<file path="config.mk">
export PLATFORM = sky130hd
export DESIGN_NAME = bf_pass_sequencer_flat
export DESIGN_NICKNAME = d
export VERILOG_FILES = /design/src/rtl/bf_pass_sequencer_if.sv /design/src/rtl/bf_pass_sequencer.sv /design/src/flat_wrapper.sv
export SDC_FILE = /design/constraint.sdc
export NUM_CORES = 1
export LEC_CHECK = 0
export ABC_CLOCK_PERIOD_IN_PS = 5600
export BUFFER_PORTS_ARGS = -buffer_cell sky130_fd_sc_hd__buf_2
export CORE_MARGIN = 2
export CORE_UTILIZATION = 44
export CTS_BUF_LIST = sky130_fd_sc_hd__clkbuf_4 sky130_fd_sc_hd__clkbuf_8 sky130_fd_sc_hd__clkbuf_16
export CTS_CLUSTER_SIZE = 8
export DETAILED_ROUTE_END_ITERATION = 8
export HOLD_SLACK_MARGIN = 0.06
export PLACE_DENSITY = 0.69
export SLEW_MARGIN = 10
export SYNTH_ARGS = -nofsm -noshare
export SYNTH_HDL_FRONTEND = slang
export SYNTH_SLANG_ARGS = --single-unit
</file>
<file path="constraint.sdc">
create_clock -name clock -period 5.6 [get_ports clock]
set_input_delay 0 -clock clock [delete_from_list [all_inputs] [get_ports clock]]
set_output_delay 0 -clock clock [all_outputs]
set_load 0.1 [all_outputs]
</file>
<file path="src/rtl/bf_pass_sequencer_if.sv">
// Edge issue/completion handshake between the Bellman-Ford pass sequencer
// (master) and the relax unit (slave).
interface bf_pass_sequencer_if #(
  parameter int ADDR_W = 13
);
  logic              edge_valid;
  logic [ADDR_W-1:0] edge_idx;
  logic              edge_ready;
  logic              cmpl;
  logic              cmpl_upd;

  modport master (
    output edge_valid, edge_idx,
    input  edge_ready, cmpl, cmpl_upd
  );

  modport slave (
    input  edge_valid, edge_idx,
    output edge_ready, cmpl, cmpl_upd
  );
endinterface

</file>
<file path="src/rtl/bf_pass_sequencer.sv">
// Bellman-Ford pass scheduler: distance-table init, bounded edge issue, pass counting.
// Build option BF_EARLY_EXIT_EN: finish as soon as a RELAX pass lowers no distance.
//
// state | meaning
// IDLE  | waiting for start
// INIT  | writing all-ones (0 at src) to OutputMemory, one address per cycle
// RELAX | relaxation pass pass_cnt, 0..V-2
// CHECK | extra pass V-1; any update means a negative cycle
// DONE  | flags held until the next start
module bf_pass_sequencer #(
  parameter int ADDR_W  = 13,
  parameter int DIST_W  = 16,
  parameter int MAX_OUT = 4
) (
  input  logic                clock,
  input  logic                reset,
  input  logic                start,
  input  logic [ADDR_W-1:0]   num_vertices,
  input  logic [ADDR_W-1:0]   num_edges,
  input  logic [ADDR_W-1:0]   src,
  output logic [ADDR_W-1:0]   OMWAR,
  output logic [DIST_W-1:0]   OMWDR,
  output logic                OMWE,
  bf_pass_sequencer_if.master edge_if,
  output logic                busy,
  output logic [ADDR_W-1:0]   pass_cnt,
  output logic                Finish,
  output logic                NegCycle,
  output logic                err
);

  localparam logic [2:0] S_IDLE  = 3'd0;
  localparam logic [2:0] S_INIT  = 3'd1;
  localparam logic [2:0] S_RELAX = 3'd2;
  localparam logic [2:0] S_CHECK = 3'd3;
  localparam logic [2:0] S_DONE  = 3'd4;

  localparam int               OUT_W     = 4;
  localparam logic [OUT_W-1:0] MAX_OUT_C = OUT_W'(MAX_OUT);

  logic [2:0]        r_state;
  logic [ADDR_W-1:0] r_addr;
  logic [ADDR_W-1:0] r_issued;
  logic [OUT_W-1:0]  r_out;
  logic              r_upd_seen;
  logic [ADDR_W-1:0] r_pass_cnt;
  logic              r_finish;
  logic              r_negcycle;
  logic              r_err;

  logic              w_in_pass;
  logic              w_more;
  logic              w_valid;
  logic              w_xfer;
  logic              w_dec;
  logic [OUT_W-1:0]  w_out_nxt;
  logic              w_upd_nxt;
  logic              w_eop;
  logic              w_last_init;

  assign w_in_pass = (r_state == S_RELAX) || (r_state == S_CHECK);
  assign w_more    = r_issued < num_edges;
  assign w_valid   = w_in_pass && w_more && (r_out < MAX_OUT_C);
  assign w_xfer    = w_valid && edge_if.edge_ready;
  // A completion with nothing outstanding only counts if it pairs with this cycle's transfer.
  assign w_dec     = w_in_pass && edge_if.cmpl && ((r_out != '0) || w_xfer);
  assign w_out_nxt = r_out + OUT_W'(w_xfer) - OUT_W'(w_dec);
  assign w_upd_nxt = r_upd_seen | (w_in_pass & edge_if.cmpl & edge_if.cmpl_upd);
  assign w_eop     = w_in_pass && !w_more && (w_out_nxt == '0);
  assign w_last_init = (r_addr == num_vertices - ADDR_W'(1));

  assign edge_if.edge_valid = w_valid;
  assign edge_if.edge_idx   = (w_in_pass && w_more) ? r_issued : '0;

  assign OMWE     = (r_state == S_INIT);
  assign OMWAR    = OMWE ? r_addr : '0;
  assign OMWDR    = (OMWE && (r_addr != src)) ? {DIST_W{1'b1}} : '0;
  assign busy     = (r_state == S_INIT) || w_in_pass;
  assign pass_cnt = r_pass_cnt;
  assign Finish   = r_finish;
  assign NegCycle = r_negcycle;
  assign err      = r_err;

  always_ff @(posedge clock or negedge reset) begin
    if (!reset) begin
      r_state    <= S_IDLE;
      r_addr     <= '0;
      r_issued   <= '0;
      r_out      <= '0;
      r_upd_seen <= 1'b0;
      r_pass_cnt <= '0;
      r_finish   <= 1'b0;
      r_negcycle <= 1'b0;
      r_err      <= 1'b0;
    end else begin
      case (r_state)
        S_IDLE, S_DONE: begin
          if (start) begin
            r_finish   <= 1'b0;
            r_negcycle <= 1'b0;
            r_pass_cnt <= '0;
            r_addr     <= '0;
            // src >= V also covers V == 0
            if (src >= num_vertices) begin
              r_err   <= 1'b1;
              r_state <= S_DONE;
            end else begin
              r_err   <= 1'b0;
              r_state <= S_INIT;
            end
          end
        end
        S_INIT: begin
          if (w_last_init) begin
            r_addr <= '0;
            if ((num_edges == '0) || (num_vertices == ADDR_W'(1))) begin
              r_finish <= 1'b1;
              r_state  <= S_DONE;
            end else begin
              r_issued   <= '0;
              r_out      <= '0;
              r_upd_seen <= 1'b0;
              r_pass_cnt <= '0;
              r_state    <= S_RELAX;
            end
          end else begin
            r_addr <= r_addr + ADDR_W'(1);
          end
        end
        S_RELAX, S_CHECK: begin
          r_out      <= w_out_nxt;
          r_issued   <= r_issued + ADDR_W'(w_xfer);
          r_upd_seen <= w_upd_nxt;
          if (w_eop) begin
            r_issued   <= '0;
            r_upd_seen <= 1'b0;
            if (r_state == S_CHECK) begin
              r_negcycle <= w_upd_nxt;
              r_finish   <= 1'b1;
              r_state    <= S_DONE;
            end
`ifdef BF_EARLY_EXIT_EN
            else if (!w_upd_nxt) begin
              r_finish <= 1'b1;
              r_state  <= S_DONE;
            end
`endif
            else begin
              r_pass_cnt <= r_pass_cnt + ADDR_W'(1);
              if (r_pass_cnt == num_vertices - ADDR_W'(2)) r_state <= S_CHECK;
            end
          end
        end
        default: r_state <= S_IDLE;
      endcase
    end
  end

endmodule

</file>
<file path="src/flat_wrapper.sv">
// flat-port wrapper written by rule: the top's interface ports become plain ports
module bf_pass_sequencer_flat 
#(
  parameter int ADDR_W  = 13,
  parameter int DIST_W  = 16,
  parameter int MAX_OUT = 4
)
  (clock, reset, start, num_vertices, num_edges, src, OMWAR, OMWDR, OMWE, busy, pass_cnt, Finish, NegCycle, err, edge_if_edge_valid, edge_if_edge_idx, edge_if_edge_ready, edge_if_cmpl, edge_if_cmpl_upd);
  bf_pass_sequencer_if #(.ADDR_W(ADDR_W)) edge_if_i ();
  input  logic clock;
  input  logic reset;
  input  logic start;
  input  logic [ADDR_W-1:0] num_vertices;
  input  logic [ADDR_W-1:0] num_edges;
  input  logic [ADDR_W-1:0] src;
  output logic [ADDR_W-1:0] OMWAR;
  output logic [DIST_W-1:0] OMWDR;
  output logic OMWE;
  output logic busy;
  output logic [ADDR_W-1:0] pass_cnt;
  output logic Finish;
  output logic NegCycle;
  output logic err;
  output wire logic [$bits(edge_if_i.edge_valid)-1:0] edge_if_edge_valid;
  output wire logic [$bits(edge_if_i.edge_idx)-1:0] edge_if_edge_idx;
  input wire logic [$bits(edge_if_i.edge_ready)-1:0] edge_if_edge_ready;
  input wire logic [$bits(edge_if_i.cmpl)-1:0] edge_if_cmpl;
  input wire logic [$bits(edge_if_i.cmpl_upd)-1:0] edge_if_cmpl_upd;
  assign edge_if_edge_valid = edge_if_i.edge_valid;
  assign edge_if_edge_idx = edge_if_i.edge_idx;
  assign edge_if_i.edge_ready = edge_if_edge_ready;
  assign edge_if_i.cmpl = edge_if_cmpl;
  assign edge_if_i.cmpl_upd = edge_if_cmpl_upd;
  bf_pass_sequencer #(.ADDR_W(ADDR_W), .DIST_W(DIST_W), .MAX_OUT(MAX_OUT)) u_core (.clock(clock), .reset(reset), .start(start), .num_vertices(num_vertices), .num_edges(num_edges), .src(src), .OMWAR(OMWAR), .OMWDR(OMWDR), .OMWE(OMWE), .edge_if(edge_if_i), .busy(busy), .pass_cnt(pass_cnt), .Finish(Finish), .NegCycle(NegCycle), .err(err));
endmodule
</file>
==> results of run 1 <==
==> cell type report <==
cell class,instances,area [µm²],area share
Clock buffer,7,83.8,0.0155
Clock inverter,1,30.0,0.00555
Inverter,38,143,0.0264
Multi-Input combinational cell,455,3140,0.580
Sequential cell,50,1250,0.231
Tap cell,140,175,0.0324
Timing Repair Buffer,112,586,0.108
==> cell usage after synthesis (4+ instances only) <==
cell       n  area (µm²)
nand4_1   12        75.1
nor4_1    11        68.8
mux2i_1    4        40.0
a31oi_1   21         131
nor3_1    15        75.1
xor2_1    26         228
o311ai_0   7        61.3
o22a_1     7        61.3
xnor2_1   19         166
nor2b_1   10        62.6
ha_1      38         475
o21ai_0   23         115
and3_1    25         156
inv_1     37         139
buf_4     18         135
clkbuf_1  22        82.6
and2_1    31         194
dfrtp_1   50        1250
nand2b_1   8        50.1
a21o_1    10        75.1
nor2_1    26        97.6
nand2_1   49         184
and4_1     4        35.0
or3_1      7        43.8
nand3_1   25         125
a21oi_1   20         100
o32a_1     4        40.0
==> metal layers <==
| metal | wire length (µm) | GRT usage |
|---|---|---|
| met1 | 5900 | 0.310 |
| met2 | 6480 | 0.387 |
| met3 | 785 | 0.0332 |
| met4 | 317 | 0.0788 |
| met5 | 0 | 0 |
==> worst max path at each step <==
stage | startpoint | end | slack [ps] | cells past startpoint
2_1_floorplan | u_core.r_issued[11] | u_core.r_issued[1] | 1030 | 19
3_3_place_gp | u_core.r_issued[11] | u_core.r_issued[7] | 710 | 21
3_5_place_dp | u_core.r_issued[11] | u_core.r_issued[5] | 420 | 21
4_1_cts | u_core.r_issued[10] | u_core.r_issued[7] | 360 | 21
5_1_grt | u_core.r_issued[10] | u_core.pass_cnt[9] | 20 | 19
6_report | u_core.r_issued[10] | u_core.pass_cnt[3] | 400 | 19
==> power groups by stage <==
stage / registers, µW / clock network, µW / logic [µW]
after floorplan: 510 / 0 / 1430
after global placement: 506 / 0 / 1590
after detailed placement: 507 / 0 / 1610
after CTS: 502 / 276 / 1620
after global routing: 513 / 291 / 1740
final: 503 / 271 / 1620
==> registers in the layout, summed over array words and instances, names as in the netlist <==
| signal | flops |
|---|---|
| u_core.pass_cnt | 13 |
| u_core.NegCycle | 1 |
| u_core.Finish | 1 |
| u_core.err | 1 |
| u_core.r_issued | 13 |
| u_core.r_out | 4 |
| u_core.r_upd_seen | 1 |
| u_core.r_addr | 13 |
| u_core.r_state | 3 |
==> worst reg2reg max path, stage by stage, from the launching register on <==
cell and delay (ps):
dfrtp_1 440, ha_1 320, nand4_1 130, nor4_1 320, o311ai_0 300, and3_1 430, and3_1 300, o311a_1 340
ha_1 270, inv_1 60, ha_1 150, inv_1 60, fa_1 380, xnor2_1 180, nor4b_1 300, mux2i_1 150
a21oi_1 250, and2b_2 210, o21ai_4 120, o32a_1 390
==> stage by stage <==
step	hold WS (ps)	area (µm²)	std cells	setup WS (ps)	power, µW
floorplan	-296	4810	592	1030	1940
global placement	152	5260	792	711	2100
detailed placement	155	5260	792	417	2120
CTS	94.8	5400	803	361	2400
global route	122	5410	803	16.3	2540
finish	102	5410	803	396	2400
==> repair_timing <==
item                                   4_1_cts  5_1_grt
setup endpoints to repair                    0        8
resized for setup                            0        1
endpoints found under the hold margin       51        0
hold buffers                                 3        0
==> logic make-up (layout without fill, tap and decap cells) <==
kind of cell / count (synthesis) / count (layout) / share of synthesized area
compound gates: 136 / 136 / 0.199
simple gates: 230 / 230 / 0.257
xor+xnor: 45 / 45 / 0.0820
mux: 5 / 5 / 0.0107
buf+inv: 87 / 158 / 0.0875
flops: 50 / 50 / 0.260
fa+ha+maj: 39 / 39 / 0.103
==> run_results.csv, run 1 <==
group,metric,value,unit
synth,synth-seq-area-share,0.260,
worst_setup_path,crit_arrival,5400,ps
min_path,hp-start,"start",
global_routing,grt_antenna_before_repair,0,
min_path,min_to,"u_core.r_state[2]",
worst_setup_path,reg2reg_depth,19,
worst_setup_path,crit_path_start_kind,"flop",
clocking,cts_tree,"built",
global_routing,grt_overflow,0,
finish,layout_common_cells,"buf_2, dfrtp_1, nand2_1, ha_1, inv_1",
pwr,pwr_density_cell,444,mW/mm²
worst_setup_path,critical_path_buf_inv_count,2,
clocking,cts_num_sinks,50,
timing,fmax,0.192,GHz
clocking,htree_num_levels,2,
floorplanning,die_h,109,µm
worst_setup_path,required,5790,ps
floorplanning,start_util,0.447,
job,cap_viol_max_count,0,
floorplanning,fp-row-count,38,
detailed_routing,drtAntennaViolNets,0,
timing,finalClockSkew,9.82,ps
timing,max_slew_margin,0.256,
synth,synthCells,592,
worst_setup_path,max_stage_delay,440,ps
detailed_routing,dr.pass1.iters,5,
detailed_routing,vias_per_cell,5.88,
min_path,holdPathStages,3,
detailed_routing,post-route-drc-count,0,
status,status,"finished clean",
synth,yosys_warnings,0,
global_routing,grt_max_degree,51,
place,port_buffers,105,
detailed_routing,routedWlPerCell,16.8,µm
detailed_routing,drt-initial-drc-count,328,
timing,hold_violations,0,
synth,synth_seq_cells,50,
worst_setup_path,cpMostUsedCell,"ha_1",
synth,ys_async_sr_fraction,1.00,
timing,finalSetupViolCount,0,
timing,period_share,0.929,
pwr,clkPwrFrac,0.113,
worst_setup_path,critPathSlowestCell,"dfrtp_1",
clocking,cts_buffers,5,
worst_setup_path,reg2reg_to,"u_core.pass_cnt[3]",
detailed_routing,num_vias,4719,
synth,synth_cell_type_count,65,
finish,fillers,1050,
finish,diodes,0,
worst_setup_path,crit_fanout,16,
finish,area_growth,12.5,%
timing,fin_setup_tns,0,ps
clocking,cts_setup_buffers,0,
global_routing,grt_pass1_wl,21.9,mm
pwr,pwr-share-seq,0.210,
worst_setup_path,crit_type,"reg -> reg",
finish,final_common_cell,"buf_2",
pwr,pwr-share-comb,0.677,
detailed_routing,routed_wl,13.5,mm
worst_setup_path,crit_chain,"ha_1, nand4_1, nor4_1, o311ai_0, and3_1, and3_1, o311a_1, ha_1, inv_1, ha_1, inv_1, fa_1, xnor2_1, nor4b_1, mux2i_1, a21oi_1, and2b_2, o21ai_4, o32a_1",
clocking,clk_latency,310,ps
floorplanning,fp.dieW,109,µm
synth,synth_area,0.00481,mm²
floorplanning,core,0.0107,mm²
worst_setup_path,cp_top_family,"simple AND/OR/NAND/NOR gates",
synth,synth-edff-count,0,
pwr,irDropWorstVdd,0.749,mV
finish,nNetsFinal,746,
finish,fin_util,0.503,
pwr,p_int,908,µW
worst_setup_path,rrSetupSlack,400,ps
worst_setup_path,timing.rr.start,"u_core.r_issued[10]",
timing,rsz0062_at_grt,"false",
worst_setup_path,end_kind,"flop",
finish,drive_gt1_frac,0.189,
pwr,switchingPower,1490,µW
pwr,p_leak,0.00277,µW
timing,slew_viol_final,0,
clocking,clockBufferDepth,2,
min_path,hold_class,"in -> reg",
clocking,clk_pin_slew_worst_paths,90,ps
floorplanning,die_area,0.0118,mm²
place,gp_congestion,0.918,
synth,synth-main-ff-cell,"dfrtp_1",
floorplanning,ios,106,
global_routing,first_global_vias,4514,
timing,max_slew.worst_pin.slew,1120,ps
synth,synth_fp_nets,676,
clocking,cts.root.buffer_cell,"clkbuf_8",
pwr,swShare,0.622,
place,dp_hpwl,10.4,mm
synth,syn_area_per_cell,8.12,µm²
timing,finalCriticalPeriod,5200,ps
global_routing,track_usage,0.233,
Note: power is estimated with default switching activity, not from simulation.
==> run 2: changes to the inputs <==
--- a/config.mk
+++ b/config.mk
@@ -13,7 +13,7 @@
 export CTS_CLUSTER_SIZE = 8
 export DETAILED_ROUTE_END_ITERATION = 8
 export HOLD_SLACK_MARGIN = 0.06
-export PLACE_DENSITY = 0.69
+export PLACE_DENSITY = 0.72
 export SLEW_MARGIN = 10
 export SYNTH_ARGS = -nofsm -noshare
 export SYNTH_HDL_FRONTEND = slang
==> run 2 against run 1 <==
Compared with the run above:
- clock skew is 1.6 ps higher
- critical path depth up 2
- total power rose by 0.16%
- via count is 0.72% higher
- fmax grew 3.9%
- hold slack got worse by 26 ps
- critical endpoint is now u_core.r_issued[7]
- largest cell class unchanged
- largest power group unchanged
==> run_results.csv, run 2 (synthesis results as in run 1) <==
group,metric,value,unit
worst_setup_path,cpMostUsedCell,"ha_1",
global_routing,track_usage,0.231,
detailed_routing,routed_wl,13.5,mm
global_routing,grt_antenna_before_repair,0,
worst_setup_path,critical_path_buf_inv_count,4,
timing,finalCriticalPeriod,5010,ps
timing,fmax,0.200,GHz
pwr,pwr-share-seq,0.209,
detailed_routing,drt-initial-drc-count,369,
detailed_routing,post-route-drc-count,0,
clocking,htree_num_levels,2,
timing,slew_viol_final,0,
detailed_routing,num_vias,4753,
timing,max_slew.worst_pin.slew,1200,ps
timing,max_slew_margin,0.203,
global_routing,grt_max_degree,51,
min_path,hold_class,"in -> reg",
worst_setup_path,crit_fanout,10,
finish,diodes,0,
detailed_routing,vias_per_cell,5.92,
worst_setup_path,end_kind,"flop",
finish,fillers,1041,
timing,rsz0062_at_grt,"false",
finish,final_common_cell,"buf_2",
finish,seq_area,0.00125,mm²
clocking,hold_buffers,2,
place,pre_cts_slack,666,ps
pwr,irDropWorstVdd,0.656,mV
finish,multi_input_area,0.00314,mm²
floorplanning,fp.dieW,109,µm
pwr,p_int,909,µW
timing,period_share,0.894,
clocking,cts_setup_buffers,0,
floorplanning,core,0.0107,mm²
pwr,switchingPower,1490,µW
floorplanning,die_area,0.0118,mm²
place,gp_congestion,0.898,
place,placed_cells,793,
status,status,"finished clean",
timing,fin_setup_tns,0,ps
pwr,pwr-share-comb,0.679,
pwr,clkPwrFrac,0.112,
global_routing,grt_overflow,0,
pwr,swShare,0.622,
floorplanning,ios,106,
place,port_buffers,105,
pwr,pwr_density_cell,445,mW/mm²
finish,area_growth,12.4,%
timing,finalSetupViolCount,0,
global_routing,first_global_vias,4563,
clocking,clockBufferDepth,2,
clocking,cts_buffers,5,
place,dp_hpwl,10.3,mm
clocking,clk_latency,310,ps
worst_setup_path,crit_chain,"ha_1, nand4_1, nor4_1, o311ai_0, and3_1, and3_1, o311a_1, ha_1, inv_1, ha_1, inv_1, fa_1, xnor2_1, nor4bb_1, mux2i_1, a21oi_1, buf_4, nor2_1, buf_4, a31oi_1, a31oi_1",
global_routing,grt_pass1_wl,21.7,mm
finish,layout.cells.non_filler,803,
finish,layout_common_cells,"buf_2, dfrtp_1, nand2_1, ha_1, inv_1",
worst_setup_path,required,5830,ps
clocking,cts_num_sinks,50,
detailed_routing,routedWlPerCell,16.9,µm
worst_setup_path,max_stage_delay,460,ps
detailed_routing,drtAntennaViolNets,0,
pwr,power,2400,µW
finish,nNetsFinal,746,
worst_setup_path,crit_arrival,5240,ps
finish,fin_area,0.00540,mm²
worst_setup_path,critPathSlowestCell,"dfrtp_1",
floorplanning,fp-row-count,38,
worst_setup_path,crit_path_start_kind,"flop",
timing,fin_ws,592,ps
timing,finalClockSkew,11.4,ps
floorplanning,start_util,0.447,
pwr,p_leak,0.00277,µW
finish,drive_gt1_frac,0.189,
worst_setup_path,cp_top_family,"simple AND/OR/NAND/NOR gates",
job,cap_viol_max_count,0,
floorplanning,die_h,109,µm
timing,hold_violations,0,
clocking,ctsResizeCount,0,
detailed_routing,dr.pass1.iters,4,
worst_setup_path,crit_type,"reg -> reg",
clocking,cts.root.buffer_cell,"clkbuf_8",
clocking,clk_pin_slew_worst_paths,90,ps
clocking,cts_tree,"built",
place,place_area,0.00527,mm²
run 2: path summary, 6_finish.rpt:
check                      cells past startpoint                   to  slack (ps)          startpoint
setup / recovery                              21   u_core.r_issued[7]         590  u_core.r_issued[9]
hold / removal                                 3      u_core.NegCycle          80        edge_if_cmpl
setup reg to reg                              21   u_core.r_issued[7]         590  u_core.r_issued[9]
hold reg to reg                                1    u_core.r_upd_seen         490   u_core.r_upd_seen
max in group asynchronous                      3     u_core.r_addr[3]        4840               reset
min in group asynchronous                      3  u_core.pass_cnt[11]         330               reset
run 2: per-stage QoR:
stage,hold WS (ps),util
detailed placement,155,0.490
finish,76.4,0.503
global placement,147,0.490
floorplan,-296,-
CTS,63.6,0.503
global route,95.9,0.503
run 2: per-layer routing:
metal / up-vias / part of all wire / global-route usage
met5: - / 0 / 0
met4: 0 / 0.016 / 0.0668
met3: 23 / 0.057 / 0.0313
met2: 182 / 0.49 / 0.400
met1: 2280 / 0.43 / 0.299
li1: 2268 / - / -
run 2: cell type report:
| type | count | area share |
|---|---|---|
| clock buffers | 7 | 0.0155 |
| clock inverters | 1 | 0.00556 |
| inverters | 38 | 0.0264 |
| multi-input cells | 455 | 0.580 |
| flip-flops and latches | 50 | 0.232 |
| well taps | 140 | 0.0324 |
| repair buffers | 112 | 0.108 |
run 2: worst reg2reg max path, stage by stage, from the launching register on:
cell and delay (ps):
dfrtp_1 460, ha_1 310, nand4_1 110, nor4_1 270
o311ai_0 260, and3_1 270, and3_1 210, o311a_1 340
ha_1 280, inv_1 70, ha_1 160, inv_1 60
fa_1 380, xnor2_1 270, nor4bb_1 100, mux2i_1 220
a21oi_1 70, buf_4 190, nor2_1 390, buf_4 260
a31oi_1 100, a31oi_1 140
run 2: power groups by stage:
| stage | combinational [µW] | clock, µW | sequential [µW] |
|---|---|---|---|
| finish | 1630 | 269 | 501 |
| global route | 1740 | 288 | 509 |
| CTS | 1630 | 277 | 499 |
| detailed placement | 1620 | 0 | 506 |
| global placement | 1590 | 0 | 506 |
| floorplan | 1430 | 0 | 510 |
